--- config.mk ---
export PLATFORM = sky130hd
export DESIGN_NAME = vram_scan_scheduler
export DESIGN_NICKNAME = d
export VERILOG_FILES = /design/src/rtl/vram_scan_scheduler.sv
export SDC_FILE = /design/constraint.sdc
export NUM_CORES = 1
export LEC_CHECK = 0
export ABC_AREA = 1
export CAP_MARGIN = 20
export CORE_UTILIZATION = 46
export CTS_CLUSTER_DIAMETER = 40
export CTS_CLUSTER_SIZE = 12
export DETAILED_ROUTE_END_ITERATION = 8
export PLACE_DENSITY = 0.84
export RECOVER_POWER = 50
export SLEW_MARGIN = 20
export SYNTH_ARGS = -nofsm -noshare
export SYNTH_HDL_FRONTEND = slang
export SYNTH_SLANG_ARGS = --single-unit
--- constraint.sdc ---
create_clock -name i_clkPixel -period 1.9 [get_ports i_clkPixel]
set_input_delay 0.38 -clock i_clkPixel [delete_from_list [all_inputs] [get_ports i_clkPixel]]
set_output_delay 0.38 -clock i_clkPixel [all_outputs]
set_load 0.05 [all_outputs]
--- src/rtl/vram_scan_scheduler.sv ---
// Pixel-domain VRAM read scheduler: maps VGA coordinates onto a 4x-upscaled, centred
// handheld frame and swaps the display/capture frame-buffer banks only at frame start.
module vram_scan_scheduler #(
  parameter int SRC_W      = 160,
  parameter int SRC_H      = 144,
  parameter int SCALE      = 4,
  parameter int X_OFFSET   = 320,
  parameter int Y_OFFSET   = 72,
  parameter int ADDR_WIDTH = 16
) (
  input  logic                  i_clkPixel,
  input  logic                  i_resetN,
  input  logic                  i_active,
  input  logic [15:0]           i_x,
  input  logic [15:0]           i_y,
  input  logic                  i_frameDone,
  output logic [ADDR_WIDTH-1:0] o_readAddr,
  output logic                  o_inWindow,
  output logic                  o_readBank,
  output logic                  o_writeBank,
  output logic                  o_swapPending,
  output logic [7:0]            o_dropCount
);

  localparam int SUB_W = (SCALE > 1) ? $clog2(SCALE) : 1;
  localparam int COL_W = (SRC_W > 1) ? $clog2(SRC_W) : 1;

  localparam logic [15:0] X_FIRST = 16'(X_OFFSET);
  localparam logic [15:0] X_END   = 16'(X_OFFSET + SRC_W * SCALE);
  localparam logic [15:0] X_LAST  = 16'(X_OFFSET + SRC_W * SCALE - 1);
  localparam logic [15:0] Y_FIRST = 16'(Y_OFFSET);
  localparam logic [15:0] Y_END   = 16'(Y_OFFSET + SRC_H * SCALE);

  localparam logic [ADDR_WIDTH-1:0] BANK1_BASE = ADDR_WIDTH'(SRC_W * SRC_H);
  localparam logic [ADDR_WIDTH-1:0] ROW_STEP   = ADDR_WIDTH'(SRC_W);
  localparam logic [SUB_W-1:0]      SUB_LAST   = SUB_W'(SCALE - 1);

  typedef enum logic {
    ST_READY   = 1'b0,
    ST_PENDING = 1'b1
  } bank_state_e;

  logic                  r_synced;
  logic [SUB_W-1:0]      r_h_sub;
  logic [COL_W-1:0]      r_col;
  logic [SUB_W-1:0]      r_v_sub;
  logic [ADDR_WIDTH-1:0] r_row_base;
  logic [ADDR_WIDTH-1:0] r_read_addr;
  logic                  r_win_d1;
  logic                  r_in_window;
  logic                  r_read_bank;
  logic [7:0]            r_drop_count;
  bank_state_e           r_state;

  bank_state_e           w_next_state;
  logic                  w_swap;
  logic                  w_drop;
  logic                  w_swap_pending;
  logic                  w_fs;
  logic                  w_win;
  logic                  w_last_col;
  logic [ADDR_WIDTH-1:0] w_bank_base;

  assign w_fs = (i_x == 16'd0) && (i_y == 16'd0);

  // Nothing is displayed until a frame start has been seen, so a mid-frame reset blanks.
  assign w_win = i_active && r_synced &&
                 (i_x >= X_FIRST) && (i_x < X_END) &&
                 (i_y >= Y_FIRST) && (i_y < Y_END);

  assign w_last_col  = w_win && (i_x == X_LAST);
  assign w_bank_base = r_read_bank ? BANK1_BASE : '0;

  // Scan counters: the address is built by accumulation so no multiplier is needed.
  // NOTE: sequential state uses non-blocking assignments so every register samples
  // the pre-edge values of the others, independent of statement order.
  always_ff @(posedge i_clkPixel) begin
    if (!i_resetN) begin
      r_synced   <= 1'b0;
      r_h_sub    <= '0;
      r_col      <= '0;
      r_v_sub    <= '0;
      r_row_base <= '0;
    end else if (w_fs) begin
      r_synced   <= 1'b1;
      r_h_sub    <= '0;
      r_col      <= '0;
      r_v_sub    <= '0;
      r_row_base <= '0;
    end else begin
      if (w_win && !w_last_col) begin
        if (r_h_sub == SUB_LAST) begin
          r_h_sub <= '0;
          r_col   <= r_col + 1'b1;
        end else begin
          r_h_sub <= r_h_sub + 1'b1;
        end
      end else begin
        r_h_sub <= '0;
        r_col   <= '0;
      end

      if (w_last_col) begin
        if (r_v_sub == SUB_LAST) begin
          r_v_sub    <= '0;
          r_row_base <= r_row_base + ROW_STEP;
        end else begin
          r_v_sub <= r_v_sub + 1'b1;
        end
      end
    end
  end

  // Two-stage window flag tracks the address register plus the SRAM read cycle.
  always_ff @(posedge i_clkPixel) begin
    if (!i_resetN) begin
      r_read_addr <= '0;
      r_win_d1    <= 1'b0;
      r_in_window <= 1'b0;
    end else begin
      r_read_addr <= w_win ? (w_bank_base + r_row_base + ADDR_WIDTH'(r_col)) : w_bank_base;
      r_win_d1    <= w_win;
      r_in_window <= r_win_d1;
    end
  end

  always_ff @(posedge i_clkPixel) begin
    if (!i_resetN) begin
      r_state <= ST_READY;
    end else begin
      r_state <= w_next_state;
    end
  end

  // A pulse coincident with frame start always belongs to the bank the writer now owns.
  // NOTE: every signal written here gets a default first, so no path leaves it
  // unassigned and no latch is inferred.
  always_comb begin
    w_next_state = r_state;
    w_swap       = 1'b0;
    w_drop       = 1'b0;
    case (r_state)
      ST_READY: begin
        if (i_frameDone && w_fs) begin
          w_swap = 1'b1;
        end else if (i_frameDone) begin
          w_next_state = ST_PENDING;
        end
      end
      ST_PENDING: begin
        if (w_fs) begin
          w_swap = 1'b1;
          if (!i_frameDone) begin
            w_next_state = ST_READY;
          end
        end else if (i_frameDone) begin
          w_drop = 1'b1;
        end
      end
      default: w_next_state = ST_READY;
    endcase
  end

  always_comb begin
    w_swap_pending = (r_state == ST_PENDING);
  end

  always_ff @(posedge i_clkPixel) begin
    if (!i_resetN) begin
      r_read_bank  <= 1'b0;
      r_drop_count <= '0;
    end else begin
      if (w_swap) begin
        r_read_bank <= ~r_read_bank;
      end
      if (w_drop && (r_drop_count != 8'hFF)) begin
        r_drop_count <= r_drop_count + 1'b1;
      end
    end
  end

  assign o_readAddr    = r_read_addr;
  assign o_inWindow    = r_in_window;
  assign o_readBank    = r_read_bank;
  assign o_writeBank   = ~r_read_bank;
  assign o_swapPending = w_swap_pending;
  assign o_dropCount   = r_drop_count;

endmodule

Word level (Yosys, flattened, before mapping)
Index checks and enable logic that the tools add are counted.
- $lt $le $gt $ge: 4
- bitwise gates (word level): 4
- multiplexer cells: 12
- reductions and logical operators: 17
- eq/ne operators: 4
- add/sub/neg operators: 7
- operator list (cell ; count):
    $logic_not 16->1 ; 2
    $lt 16x10->1 const B ; 2
    $add 15x16->16 ; 1
    $add 16x8->16 ; 1
    $add 16x8->16 const B ; 1
    $add 8x1->8 const B ; 2
    $eq 16x10->1 const B ; 1
    $ge 16x7->1 const B ; 1
    $ge 16x9->1 const B ; 1
    $mux 16 ; 1
    $mux 15 ; 1
    $logic_and 1x1->1 ; 10
    $ne 8x8->1 const B ; 1
    $mux 1 ; 7
    $add 2x1->2 const B ; 2
    $eq 2x2->1 const B ; 2
    $not 1->1 ; 4
    $pmux 1 s2 ; 2
    $reduce_or 4->1 ; 1
    $reduce_or 3->1 ; 1
    $mux 2 ; 1
    $reduce_and 2->1 ; 1
    $reduce_or 2->1 ; 1
    $logic_not 1->1 ; 1
- input port bits: 36
- flip-flop bits (word level): 57

Longest topological paths before layout
- depth in word-level cells: 10
- depth in mapped cells: 13
- gate-level depth less buffers: 13

Worst setup path before layout
No wires, ideal clock.
- path type: register to register
- start point: register r_drop_count[0] (netlist: o_dropCount[0])
- end point: register r_drop_count[6] (netlist: o_dropCount[6])
- cell stages (with the launch flop): 10
- slack: -0.031 ns
- clock period less this slack: 1.931 ns
- data required time: 1.826 ns
- data arrival time: 1.857 ns
- library setup time: 0.074 ns
- cell sequence: dfxtp_1 ha_1 nand2_1 nor3b_1 nand3_1 nand3_1 nor2_2 inv_2 nand2_1 a21oi_1
- cells in the longest elaborated chain, start to end: 2
- ends and longest elaborated chain (what ; RTL line ; source):
    start, declared ; 52 ; logic [7:0] r_drop_count;
    start signal, assigned ; 177 ; r_drop_count <= r_drop_count + 1'b1;
    branches (longest 2 deep; another with $add 8x1->8) ; - ;
Several ways; the timed one is not identified.
A chain may end at the register's enable or synchronous reset.

Worst setup path in the final report
- start point: register r_in_window (netlist: o_inWindow)
- end point: output o_inWindow
- RTL lines (what ; RTL line ; source):
    start, declared ; 50 ; logic r_in_window;
    start signal, assigned ; 123 ; r_in_window <= r_win_d1;
    end, declared ; 18 ; output logic o_inWindow,
No word-level cell between the ends.

==> results.txt <==
The antenna diode count is 0, and the worst path buffer plus inverter count is 1. Summing internal, switching and leakage power gives 1.98 mW. The tools report the max-slew headroom at the worst pin as 57.9%. In the final layout, the share of cells above drive strength 1 is 18.0%. The number of stages on the worst hold path is 1, and the total of flip-flops plus latches after synthesis is 52. The worst hold path terminates at r_h_sub[0]. After the first detailed-routing iteration, the DRC count stood at 152. Count of flip-flops with a built-in enable after synthesis: 0. The post-synthesis instance total came out at 437. The met2 wirelength from detailed routing is 3.65 mm. The run gives 0.13 ns as the minimum setup slack among reg-to-reg paths. Derived from the worst setup path, the maximum achievable clock frequency is 555 MHz. The worst setup path is captured at a primary output.

The number of antenna violations at the first check in global routing is 0. In the synthesized netlist the dominant register cell turns out to be sky130_fd_sc_hd__dfxtp_1. Data required time of the critical path: 1.52 ns. Summed over all nets, the half-perimeter wirelength after detailed placement is 5.48 mm. The worst register-to-register path ends at o_readAddr[13].

Once the floorplan was initialized, standard cells occupied 47.6% of the core. The worst path meets setup with 0.0981 ns of slack. The tightest min-delay check is of the reg -> reg type. For the number of top-level pins, the log shows 64. Entering global routing, the biggest net connects 19 pins. Setup violations remaining at the end of the flow were counted as 0. The total die area is 6860 µm², and the number of max-capacitance violations reported is 0. The synthesized netlist contains 35 unique library cells. For the worst-skew pair, the clock arrives at the later sink with an insertion delay of 0.31 ns.

Leaving out filler cells and counting taps, the final layout contains 609. The total vias in the final route is 3185, and the global route total overflow is 0. The logs give 34.6% for the share of synthesized area occupied by flip-flops and latches and 580 for the number of nets in the layout. The clock period could shrink to 1.80 ns. The number of filler instances in the final layout came out at 531. The signal on the critical path passes through clkdlybuf4s50_1. In this run the horizontal extent of the chip is 82.8 µm. For the pin with the worst max-slew slack, the measured transition is 0.634 ns. For the number of hold violations in the final report, the log shows 0. The maximum level of the CTS H-tree was 2. The first global-routing pass estimated 12.4 mm of wire. The clock-pin slew on the worst setup and hold paths was 0.11 ns; the final weighted congestion in routability-driven placement was 0.927. For the routed wire length on met3, the log shows 307 µm.

The highest net fanout along the worst path is 1. The logs give 3.01 mm for the length of routed wiring on met1 and 7.19 mm for the detailed-route wire length. The count of buffers added on input and output ports is 63. The setup path with the least slack is of type reg -> out. The total area inside the core boundary comes to 6310 µm². The cell area that synthesis handed to floorplanning was 3010 µm². The run gives 0 as the number of design rule violations left after detail routing. The run gives 486 as the number of nets in the synthesized netlist. The worst register-to-register path begins at r_col[5]. The number of max-slew violations in the final report was 0.

Setup repair after global routing could not meet its margin everywhere. For this design, the slowest cell found on the critical path is sky130_fd_sc_hd__clkdlybuf4s50_1. Of all flip-flops after synthesis, the portion carrying an async set or reset was 0%. The largest delay contributor family on the critical path is buffers and inverters. The run gives 3049 as the via count of the first global-routing pass.

A synthesized cell averages 6.88 µm². Counting along the longest clock path gives a buffer depth of 2. TritonCTS created 5 clock buffers. The y dimension of the die came out at 82.8 µm.

Once layout is complete, the utilization of the core stands at 64.9%. After layout, the worst path uses 94.8% of the clock period. Startpoint of the lowest-slack hold path: r_h_sub[0]. Measured in cells, the most critical reg-to-reg path has a length of 10. The ratio of total power to cell area is 483 nW/µm².

The tools report the leakage power figure as 1.72 nW. Before CTS, the worst setup slack after placement is -0.299 ns. The maximum VDD drop is 0.341 mV. STA classifies the critical path startpoint as a flip-flop. The total number of yosys warnings was 0; the number of rows created at floorplan was 29.

The highest routing layer actually used was met4. For the final database, setup skew stands at 0.00900 ns. In the final routed layout, each cell accounts on average for 11.8 µm.

TritonCTS built the clock tree. For the number of nets with antenna violations after detailed routing, the log shows 0. At the worst endpoint, the arrival time is 1.42 ns. Counting every sink on the clock net gives 52.

Dividing the detail-routed via count by the number of cells gives 5.23. The largest single stage delay on the critical path is 0.79 ns. The placed cell count came out at 597. Before antenna repair, the detailed router went through 4 iterations. Area growth from synthesis to layout: 36.4%.

The run finished with clean final reports. Global routing used 21.2% of the available tracks. The tools report the cell at the root of the clock tree as sky130_fd_sc_hd__clkbuf_8.
==> cell usage after synthesis, types with 2 or more instances <==
master / instances / share of area (%)
sky130_fd_sc_hd__nand4_1: 18 / 3.7
sky130_fd_sc_hd__nand3_2: 3 / 1.0
sky130_fd_sc_hd__inv_1: 58 / 7.2
sky130_fd_sc_hd__xnor2_1: 3 / 0.87
sky130_fd_sc_hd__or2_2: 4 / 0.83
sky130_fd_sc_hd__nor3b_1: 2 / 0.50
sky130_fd_sc_hd__inv_2: 2 / 0.25
sky130_fd_sc_hd__o211ai_1: 2 / 0.50
sky130_fd_sc_hd__nor2_2: 7 / 1.5
sky130_fd_sc_hd__ha_1: 12 / 5.0
sky130_fd_sc_hd__xor2_1: 15 / 4.4
sky130_fd_sc_hd__nor2_4: 2 / 0.75
sky130_fd_sc_hd__nand2_1: 102 / 13
sky130_fd_sc_hd__nor3_1: 9 / 1.5
sky130_fd_sc_hd__a21oi_2: 3 / 0.87
sky130_fd_sc_hd__nor2_1: 54 / 6.7
sky130_fd_sc_hd__clkbuf_1: 2 / 0.25
sky130_fd_sc_hd__a21oi_1: 24 / 4.0
sky130_fd_sc_hd__nor4_1: 2 / 0.42
sky130_fd_sc_hd__o21ai_0: 15 / 2.5
sky130_fd_sc_hd__dfxtp_1: 52 / 35
sky130_fd_sc_hd__nand2_2: 2 / 0.42
sky130_fd_sc_hd__buf_4: 2 / 0.50
sky130_fd_sc_hd__nand3_1: 31 / 5.2
==> through the flow <==
stage	hold slack [ns]	TNS (ns)	cell area (µm²)
after global routing	0.441	-0.0606	4100
final	0.422	0	4100
after detailed placement	0.414	-11.09	3880
after CTS	0.427	0	3980
after global placement	0.405	-7.85	3880
after floorplan	0.390	0	3010
==> worst max path at each step <==
stage,cells after the start,slack [ns],to,from
floorplan,10,0.05,o_readAddr[13],r_row_base[5]
global placement,9,-0.23,o_readAddr[11],i_y[11]
detailed placement,9,-0.30,r_col[3],i_y[11]
CTS,10,0.01,o_readAddr[13],r_row_base[5]
global route,10,-0.05,o_readAddr[13],r_col[5]
finish,1,0.1,o_inWindow,o_inWindow
==> logic make-up (layout without fill, tap and decap cells) <==
family / count (synthesis) / after routing / synth area share [%]
flip-flops: 52 / 52 / 34.6
buffers and inverters: 67 / 162 / 8.91
AO/OA/AOI/OAI: 47 / 47 / 8.61
XOR/XNOR: 18 / 18 / 5.24
AND/OR/NAND/NOR: 240 / 240 / 37.0
adder cells (fa/ha/maj): 13 / 13 / 5.66
==> area by class of cell <==
| class | count | area [µm²] | area share [%] |
|---|---|---|---|
| inverter | 61 | 231 | 5.65 |
| clock inverter | 3 | 26.3 | 0.641 |
| multi-input combinational | 318 | 1810 | 44.1 |
| tap | 77 | 96.3 | 2.35 |
| clock buffer | 5 | 68.8 | 1.68 |
| sequential | 52 | 1050 | 25.6 |
| timing repair buffer | 93 | 820 | 20.0 |
==> report_power, final <==
group	switching (mW)	leakage (nW)	total, mW	internal (mW)
clock network	0.394	0.0487	0.663	0.269
logic	0.109	1.25	0.213	0.104
registers	0.00716	0.423	1.10	1.10
total	0.509	1.72	1.98	1.47
==> worst reg2reg max path, cell delays in order (launching register included) <==
cell,delay (ns)
sky130_fd_sc_hd__dfxtp_2,0.34
sky130_fd_sc_hd__ha_2,0.19
sky130_fd_sc_hd__inv_1,0.06
sky130_fd_sc_hd__fa_2,0.35
sky130_fd_sc_hd__o21ai_2,0.16
sky130_fd_sc_hd__nand2_2,0.09
sky130_fd_sc_hd__a21oi_4,0.18
sky130_fd_sc_hd__nand3_2,0.09
sky130_fd_sc_hd__nand2_1,0.06
sky130_fd_sc_hd__nand2_1,0.05
sky130_fd_sc_hd__a21oi_1,0.13
==> layer usage <==
layer	global-route usage [%]	vias up
li1	-	1597
met3	2.58	24
met5	0	-
met2	37.7	117
met1	25.0	1447
met4	10.7	0
==> state kept, by name (all words and copies together) (netlist names), 2 cells and up <==
register     flops
o_dropCount      8
o_readAddr      16
r_col            8
r_h_sub          2
r_row_base      11
r_v_sub          2
==> cell usage in the layout, fill, tap and decap left out, types with 6 or more instances in the layout <==
cell type,n
sky130_fd_sc_hd__nand2_1,94
sky130_fd_sc_hd__xor2_1,15
sky130_fd_sc_hd__ha_1,11
sky130_fd_sc_hd__clkdlybuf4s50_1,44
sky130_fd_sc_hd__nand3_2,6
sky130_fd_sc_hd__nor3_1,7
sky130_fd_sc_hd__dlymetal6s2s_1,8
sky130_fd_sc_hd__inv_1,55
sky130_fd_sc_hd__dfxtp_2,7
sky130_fd_sc_hd__nand3_1,28
sky130_fd_sc_hd__buf_4,29
sky130_fd_sc_hd__nor2_2,7
sky130_fd_sc_hd__nand4_1,18
sky130_fd_sc_hd__clkbuf_1,11
sky130_fd_sc_hd__nor2_1,50
sky130_fd_sc_hd__nand2_2,10
sky130_fd_sc_hd__dfxtp_1,45
sky130_fd_sc_hd__nor2_4,6
sky130_fd_sc_hd__o21ai_0,14
sky130_fd_sc_hd__a21oi_1,22
==> what timing repair did <==
item	in CTS	in global routing
pin swaps	0	21
resized for setup	2	44
hold buffers	0	0
setup endpoints to repair	1	44
setup buffers	0	4
No activity file was read; power rests on OpenSTA's default activity.
